File: src/rtl/vga_timing_gen.sv
// 640x480@60 raster timing generator: free-running h/v counters, coordinate
// output to the pixel source, and sync/blank delayed to meet the returned colour.
module vga_timing_gen #(
    parameter int H_VISIBLE = 640,
    parameter int H_FP      = 16,
    parameter int H_SYNC    = 96,
    parameter int H_BP      = 48,
    parameter int V_VISIBLE = 480,
    parameter int V_FP      = 10,
    parameter int V_SYNC    = 2,
    parameter int V_BP      = 33,
    parameter int PIXEL_LAT = 2
) (
    input  logic       Clk,
    input  logic       Reset,
    input  logic [7:0] rgb_r,
    input  logic [7:0] rgb_g,
    input  logic [7:0] rgb_b,
    output logic [9:0] drawx,
    output logic [9:0] drawy,
    output logic       in_visible,
    output logic       VGA_HS,
    output logic       VGA_VS,
    output logic       VGA_BLANK_N,
    output logic       VGA_SYNC_N,
    output logic [7:0] VGA_R,
    output logic [7:0] VGA_G,
    output logic [7:0] VGA_B,
    output logic       frame_start
);

    localparam int H_TOTAL = H_VISIBLE + H_FP + H_SYNC + H_BP;
    localparam int V_TOTAL = V_VISIBLE + V_FP + V_SYNC + V_BP;

    localparam logic [9:0] H_LAST       = 10'(H_TOTAL - 1);
    localparam logic [9:0] V_LAST       = 10'(V_TOTAL - 1);
    localparam logic [9:0] H_VIS_END    = 10'(H_VISIBLE);
    localparam logic [9:0] V_VIS_END    = 10'(V_VISIBLE);
    localparam logic [9:0] H_SYNC_START = 10'(H_VISIBLE + H_FP);
    localparam logic [9:0] H_SYNC_END   = 10'(H_VISIBLE + H_FP + H_SYNC);
    localparam logic [9:0] V_SYNC_START = 10'(V_VISIBLE + V_FP);
    localparam logic [9:0] V_SYNC_END   = 10'(V_VISIBLE + V_FP + V_SYNC);

    // Stage word layout {fs, vis, vs, hs}; idle is syncs high, blanked, no frame start.
    localparam logic [3:0] STAGE_IDLE = 4'b0011;

    logic [9:0] r_h_cnt;
    logic [9:0] r_v_cnt;
    logic [3:0] r_pipe [0:PIXEL_LAT];
    logic [7:0] r_red;
    logic [7:0] r_grn;
    logic [7:0] r_blu;

    logic       w_hs0;
    logic       w_vs0;
    logic       w_vis0;
    logic       w_fs0;
    logic [3:0] w_stage0;
    logic       w_vis_dly;

    always_ff @(posedge Clk) begin
        if (Reset) begin
            r_h_cnt <= '0;
            r_v_cnt <= '0;
        end else if (r_h_cnt == H_LAST) begin
            r_h_cnt <= '0;
            r_v_cnt <= (r_v_cnt == V_LAST) ? 10'd0 : r_v_cnt + 10'd1;
        end else begin
            r_h_cnt <= r_h_cnt + 10'd1;
        end
    end

    assign w_hs0    = !((r_h_cnt >= H_SYNC_START) && (r_h_cnt < H_SYNC_END));
    assign w_vs0    = !((r_v_cnt >= V_SYNC_START) && (r_v_cnt < V_SYNC_END));
    assign w_vis0   = (r_h_cnt < H_VIS_END) && (r_v_cnt < V_VIS_END);
    assign w_fs0    = (r_h_cnt == 10'd0) && (r_v_cnt == 10'd0);
    assign w_stage0 = {w_fs0, w_vis0, w_vs0, w_hs0};

    always_ff @(posedge Clk) begin
        if (Reset) begin
            for (int k = 0; k <= PIXEL_LAT; k++) begin
                r_pipe[k] <= STAGE_IDLE;
            end
        end else begin
            r_pipe[0] <= w_stage0;
            for (int k = 1; k <= PIXEL_LAT; k++) begin
                r_pipe[k] <= r_pipe[k-1];
            end
        end
    end

    // Visibility of the coordinate whose colour is on rgb_* this cycle.
    generate
        if (PIXEL_LAT == 0) begin : g_vis_comb
            assign w_vis_dly = w_vis0;
        end else begin : g_vis_pipe
            assign w_vis_dly = r_pipe[PIXEL_LAT-1][2];
        end
    endgenerate

    always_ff @(posedge Clk) begin
        if (Reset) begin
            r_red <= '0;
            r_grn <= '0;
            r_blu <= '0;
        end else begin
            r_red <= w_vis_dly ? rgb_r : 8'd0;
            r_grn <= w_vis_dly ? rgb_g : 8'd0;
            r_blu <= w_vis_dly ? rgb_b : 8'd0;
        end
    end

    assign drawx       = r_h_cnt;
    assign drawy       = r_v_cnt;
    assign in_visible  = w_vis0;
    assign VGA_HS      = r_pipe[PIXEL_LAT][0];
    assign VGA_VS      = r_pipe[PIXEL_LAT][1];
    assign VGA_BLANK_N = r_pipe[PIXEL_LAT][2];
    assign frame_start = r_pipe[PIXEL_LAT][3];
    assign VGA_SYNC_N  = 1'b0;
    assign VGA_R       = r_red;
    assign VGA_G       = r_grn;
    assign VGA_B       = r_blu;

endmodule

File: config.mk
export PLATFORM = sky130hd
export DESIGN_NAME = vga_timing_gen
export DESIGN_NICKNAME = d
export VERILOG_FILES = /design/src/rtl/vga_timing_gen.sv
export SDC_FILE = /design/constraint.sdc
export NUM_CORES = 1
export LEC_CHECK = 0
export CORE_MARGIN = 3
export CORE_UTILIZATION = 43
export DETAILED_ROUTE_END_ITERATION = 10
export PLACE_DENSITY = 0.78
export SLEW_MARGIN = 20
export SYNTH_ARGS = -nofsm -noshare
export SYNTH_HDL_FRONTEND = slang
export SYNTH_SLANG_ARGS = --single-unit
File: constraint.sdc
create_clock -name Clk -period 2.7 [get_ports Clk]
set_clock_uncertainty 0.15 [all_clocks]
set_input_delay 0.27 -clock Clk [delete_from_list [all_inputs] [get_ports Clk]]
set_output_delay 0.27 -clock Clk [all_outputs]
set_load 0.1 [all_outputs]
==> results.yml <==
critical_path:
  path_class: "flop to flop"
  end_kind: "flop"
  critPathRequiredTime_ns: 2.78
  cp.arrival_ns: 2.31
  cp_max_fo: 7
  cp-start-kind: "flop"
floorplan:
  ioPinCount: 76
  die_w_microns: 74.6
  placementRows: 24
  start_util_pct: 45.5
  core_sq_um: 4440
  dieHeight_microns: 74.6
  die_area_sq_um: 5560
sta:
  maxSlewHeadroom_pct: 53.0
  max_freq_mhz: 449
  finalSetupViolations: 0
  rsz0062_at_grt: "no"
  finalSetupTns_ns: 0
  tightest_slew_ns: 0.700
  whs_ns: 0.268
  setup_ws_ns: 0.475
  post-route-min-period_ns: 2.23
  hold_viol_final: 0
  fin_crit_sh_pct: 82.4
  slew_violations: 0
placement:
  gp_congestion: 0.810
  dp_slack_ns: 0.496
  portBuffers: 74
  place_inst: 320
  dp_hpwl_microns: 3190
  place_area_sq_um: 2690
cts:
  cts_tree: "done"
  clock_path_buffers: 2
  ctsResizeCount: 0
  clk_pin_slew_ns: 0.10
  postCtsSetupBuffers: 0
  ctsHoldBuffers: 0
  cts_htree_levels: 2
  clock_latency_ns: 0.30
  clkSinkCount: 56
  numCtsBuffers: 5
  cts_root_buf: "clkbuf_8"
route:
  drt_iter0_drc: 71
  via_per_inst: 4.92
  drc: 0
  ant_nets: 0
  wl_per_cell_microns: 13.0
  dr.pass1.iters: 4
  vias: 1614
  routed_wl_microns: 4250
logic_synthesis:
  yosysMostFrequentCell: "dfxtp_1"
  synth_ff_type: "dfxtp_1"
  ys_warn_count: 0
  yosysTopAreaCell: "dfxtp_1"
  synthTopCellsByCount: "56 x dfxtp_1, 26 x and2_1, 17 x nor2_1"
  synth_area_leaders: "dfxtp_1 55%, and2_1 8.0%, nor2_1 3.2%"
  synth_nets: 233
  synth_edf_count: 0
  seq_area_frac_synth_pct: 55.5
  netlist_area_sq_um: 2020
  yosysTopAreaCellShare_pct: 55.5
  netlist_instances: 202
  synth-seq-cells: 56
  synth.avg_cell_area_sq_um: 10.0
  async_reset_ff_share_pct: 0
  yosysUniqueCellTypes: 36
cells_and_area:
  n_fill_cell: 394
  syn2layout_area_growth_pct: 37.5
  final_cell_area_sq_um: 2780
  drive_gt1_share_pct: 26.4
  num-nets-final: 306
  antenna_cells: 0
  layoutNonFillerInstCount: 328
grt:
  grt-ovfl-total: 0
  grt_usage_pct: 15.5
  grt_pass1_vias: 1457
  grt_max_degree: 26
  antenna_found_initial: 0
  grt_pass1_wl_microns: 6690
status:
  outcome: "finished, final reports clean"
pwr:
  power.density_nw_per_um2: 542
  vdd_drop_max_mv: 0.266
  p_leak_nw: 1.15
min_path:
  hold_class: "flop to flop"
run:
  cap_violations: 0
[layer usage]
layer | part of all wire (%) | vias up | global-route usage [%]
met1 | 47 | 736 | 20.5
met5 | 0 | - | 0
met2 | 43 | 59 | 24.5
li1 | - | 817 | -
met3 | 8.9 | 2 | 4.05
met4 | 0.85 | 0 | 5.73
[through the flow]
stage,utilization [%],power (W)
floorplan,-,0.00101
global placement,60.4,0.00108
detailed placement,60.4,0.00108
CTS,62.5,0.00153
global route,62.5,0.00157
finish,62.5,0.00151
[power breakdown]
group          leakage (nW)  internal [W]  total, W  switching (W)
logic                 0.649     0.0000636  0.000204       0.000140
registers             0.457      0.000845  0.000854     0.00000894
clock network        0.0485      0.000186  0.000448       0.000261
[kinds of logic after synthesis]
family / synth area share [%]
XOR/XNOR: 5.63
adder cells (fa/ha/maj): 3.10
AND/OR/NAND/NOR: 28.6
AO/OA/AOI/OAI: 3.78
buffers and inverters: 3.22
other: 0.186
flip-flops: 55.5
[state kept, by name (all words and copies together) (netlist names)]
name	cells
r_pipe	12
drawx	10
drawy	10
VGA_B	8
VGA_G	8
VGA_R	8
[cells in the final DEF, fill, tap and decap left out, drive strengths merged, types with 5 or more instances in the layout]
master / synthesis / final
dfxtp: 56 / 56
nand2: 9 / 9
clkdlybuf4s50: 0 / 25
clkbuf: 7 / 5
xor2: 7 / 7
a21oi: 5 / 5
nor2: 17 / 17
buf: 2 / 50
nand3: 9 / 9
nor3: 6 / 6
xnor2: 6 / 6
ha: 5 / 5
and2: 26 / 26
inv: 5 / 6
nand4: 9 / 9
nor2b: 5 / 5
[final cells by class]
cell class | count | area, sq um | share of cell area (%)
Clock buffer | 5 | 68.8 | 2.48
Timing Repair Buffer | 75 | 626 | 22.5
Sequential cell | 56 | 1130 | 40.6
Clock inverter | 3 | 22.5 | 0.811
Inverter | 5 | 18.8 | 0.676
Multi-Input combinational cell | 132 | 850 | 30.6
Tap cell | 52 | 65.1 | 2.34
[path summary, 6_finish.rpt]
kind | startpoint | endpoint | slack (ns) | cells past startpoint
min reg2reg | r_pipe[0][1] | r_pipe[0][5] | 0.27 | 1
min | r_pipe[0][1] | r_pipe[0][5] | 0.27 | 1
max reg2reg | drawx[0] | drawy[7] | 0.47 | 5
max | drawx[0] | drawy[7] | 0.47 | 5
[worst max-delay path: stages, from the launching register on]
cell     delay [ns]
dfxtp_2        0.38
ha_1           0.22
and4_1         0.31
nand4_1        0.26
or4b_2         0.67
a21oi_1        0.16
Note: power is estimated with default switching activity, not from simulation.
==> edit, RTL diff (same settings) <==
Change the parameter `H_VISIBLE` from 640 to 480.
--- a/src/rtl/vga_timing_gen.sv
+++ b/src/rtl/vga_timing_gen.sv
@@ -1,7 +1,7 @@
 // 640x480@60 raster timing generator: free-running h/v counters, coordinate
 // output to the pixel source, and sync/blank delayed to meet the returned colour.
 module vga_timing_gen #(
-    parameter int H_VISIBLE = 640,
+    parameter int H_VISIBLE = 480,
     parameter int H_FP      = 16,
     parameter int H_SYNC    = 96,
     parameter int H_BP      = 48,
Function: no difference found for any inputs over 10 cycles, from zero or initial values and one cycle with Reset high; that may be too few to reach the edited logic, so the function may still have changed.
==> edit against the original RTL <==
Synthesized area shrank 0.43%; critical path depth shrank 1; first-iteration DRC count grew 42%; highest routed layer unchanged; sequential cell count is the same; hold slack lost 6.5 ps; non-clock buffer count grew 4; cell area grew 0.95%; total power grew 0.37%; setup slack lost 33 ps; routed wire length shrank 2.1%; via count grew 1.9%.
==> edit: results (changes against the original RTL) <==
Placement
  • Placed insts: 322 (was 320)
  • Placed Area: 2720 µm² (was 2690 µm²)
  • DP HPWL: 3100 µm (was 3190 µm)
  • GP Congestion: 0.833 (was 0.810)
  • Setup WS pre-CTS: 452 ps (was 496 ps)

Yosys
  • Synth Area in Compound Gates: 4.42% (was 3.78%)
  • Mux cell area share after synthesis: 0% (unchanged)
  • Syn Inst Count: 200 (was 202)
  • Synth top area cells: dfxtp_1 (56%), and2_1 (7.5%), xnor2_1 (3.5%), ha_1 (3.1%), nand3_1 (2.2%) (was dfxtp_1 (55%), and2_1 (8.0%), nor2_1 (3.2%), ha_1 (3.1%), xor2_1 (3.0%))
  • Synthesized Nets: 231 (was 233)
  • Post-synthesis xor/xnor area fraction: 5.22% (was 5.63%)
  • Adder and majority gate portion of the synthesized area: 3.11% (was 3.10%)
  • Top post-synthesis cells by count: dfxtp_1 (56), and2_1 (24), nand3_1 (9), nor2_1 (9) (was dfxtp_1 (56), and2_1 (26), nor2_1 (17))
  • Yosys cell types: 33 (was 36)
  • Largest family of logic cells by synthesized area: simple AND/OR/NAND/NOR gates (unchanged)
  • Async S/R FF share, synth: 0% (unchanged)
  • Post-synthesis sequential area ratio: 55.7% (was 55.5%)
  • Synth Warn #: 0 (unchanged)

Hold path
  • Worst hold path class: reg2reg (unchanged)

Final layout
  • Share of layout cells above drive strength 1: 26.6% (was 26.4%)
  • NumNets Final: 308 (was 306)
  • Largest register by flop count: r_pipe (unchanged)
  • FILL cells: 386 (was 394)

Worst setup path
  • Startpoint Class: flop (unchanged)
  • R2r setup slk: 440 ps (was 470 ps)
  • Worst-path fanout max: 8 (was 7)
  • Setup crit end: drawy[9] (was drawy[7])
  • Register-to-Register Path Depth: 4 (was 5)
  • Worst r2r src: drawx[8] (was drawx[0])
  • Data arrival, critical path: 2350 ps (was 2310 ps)

Detailed routing
  • Final Routed Wirelength: 4160 µm (was 4250 µm)
  • Vias per cell: 4.98 (was 4.92)
  • Vias: 1645 (was 1614)
  • Initial DRC count: 101 (was 71)
  • DRT Pass-1 Iters: 4 (unchanged)

Timing
  • Period utilisation layout: 83.6% (was 82.4%)
  • Tightest Pin Transition: 515 ps (was 700 ps)

Power
  • LEAKAGE: 0.00114 µW (was 0.00115 µW)
  • Maximum vdd drop: 0.329 mV (was 0.266 mV)

Clock tree
  • H-tree level count: 2 (unchanged)
  • Max Buffers Root-to-Sink: 2 (unchanged)
  • CTS Root Cell: clkbuf_8 (unchanged)
  • Worst-Skew Late Latency: 310 ps
  • Clock transition at path regs: 100 ps (about the same)
  • Cts repair resizes: 0 (unchanged)
  • Clock buffer count from CTS: 5 (unchanged)

GRT
  • Vias in the first global route: 1486 (was 1457)
  • Antenna violations before repair: 0 (unchanged)
  • Total track usage: 15.3% (was 15.5%)
  • Global-route wire length before repair: 6660 µm (was 6690 µm)

Status
  • Status: complete, no violations (unchanged)
## edit: area by class of cell
type | instances | area, µm² | area share (%)
multi-input cells | 129 | 843 | 30.1
flip-flops and latches | 56 | 1130 | 40.2
well taps | 52 | 65.1 | 2.32
repair buffers | 79 | 656 | 23.4
clock inverters | 2 | 16.3 | 0.580
inverters | 6 | 22.5 | 0.803
clock buffers | 6 | 72.6 | 2.59
## edit: routing by layer
layer	track usage, %	vias to the layer above	part of all wire [%]
met2	24.1	54	48
met4	7.71	0	1.9
met1	19.8	752	44
met5	0	-	0
met3	3.24	5	6.4
li1	-	834	-
## edit: logic make-up (layout without fill, tap and decap cells)
group,after synthesis,in the layout
and+or+nand+nor,96,96
other,1,1
DFF,56,56
adders and majority gates,5,5
AOI/OAI and AO/OA,15,15
xor gates and xnor gates,12,12
buffers and inverters,15,93
## edit: power breakdown
group / leakage (µW) / total, µW / internal, µW / switching (µW)
clock network: 0.0000414 / 451 / 185 / 266
logic: 0.000640 / 207 / 66.5 / 140
registers: 0.000458 / 853 / 845 / 8.74
## edit: critical path: stages (launching register included)
cell       delay, ps
dfxtp_1          370
nand4bb_1        390
or4_4            660
or4_1            480
a21oi_1          150
## edit: how the worst min path moves through the flow
stage | from | slack [ps] | end | cells past startpoint
2_1_floorplan | r_pipe[0][0] | 240 | r_pipe[0][4] | 1
3_3_place_gp | r_pipe[0][1] | 240 | r_pipe[0][5] | 1
3_5_place_dp | r_pipe[0][1] | 250 | r_pipe[0][5] | 1
4_1_cts | r_pipe[0][0] | 270 | r_pipe[0][4] | 1
5_1_grt | r_pipe[0][1] | 280 | r_pipe[0][5] | 1
6_report | r_pipe[0][0] | 260 | r_pipe[0][4] | 1
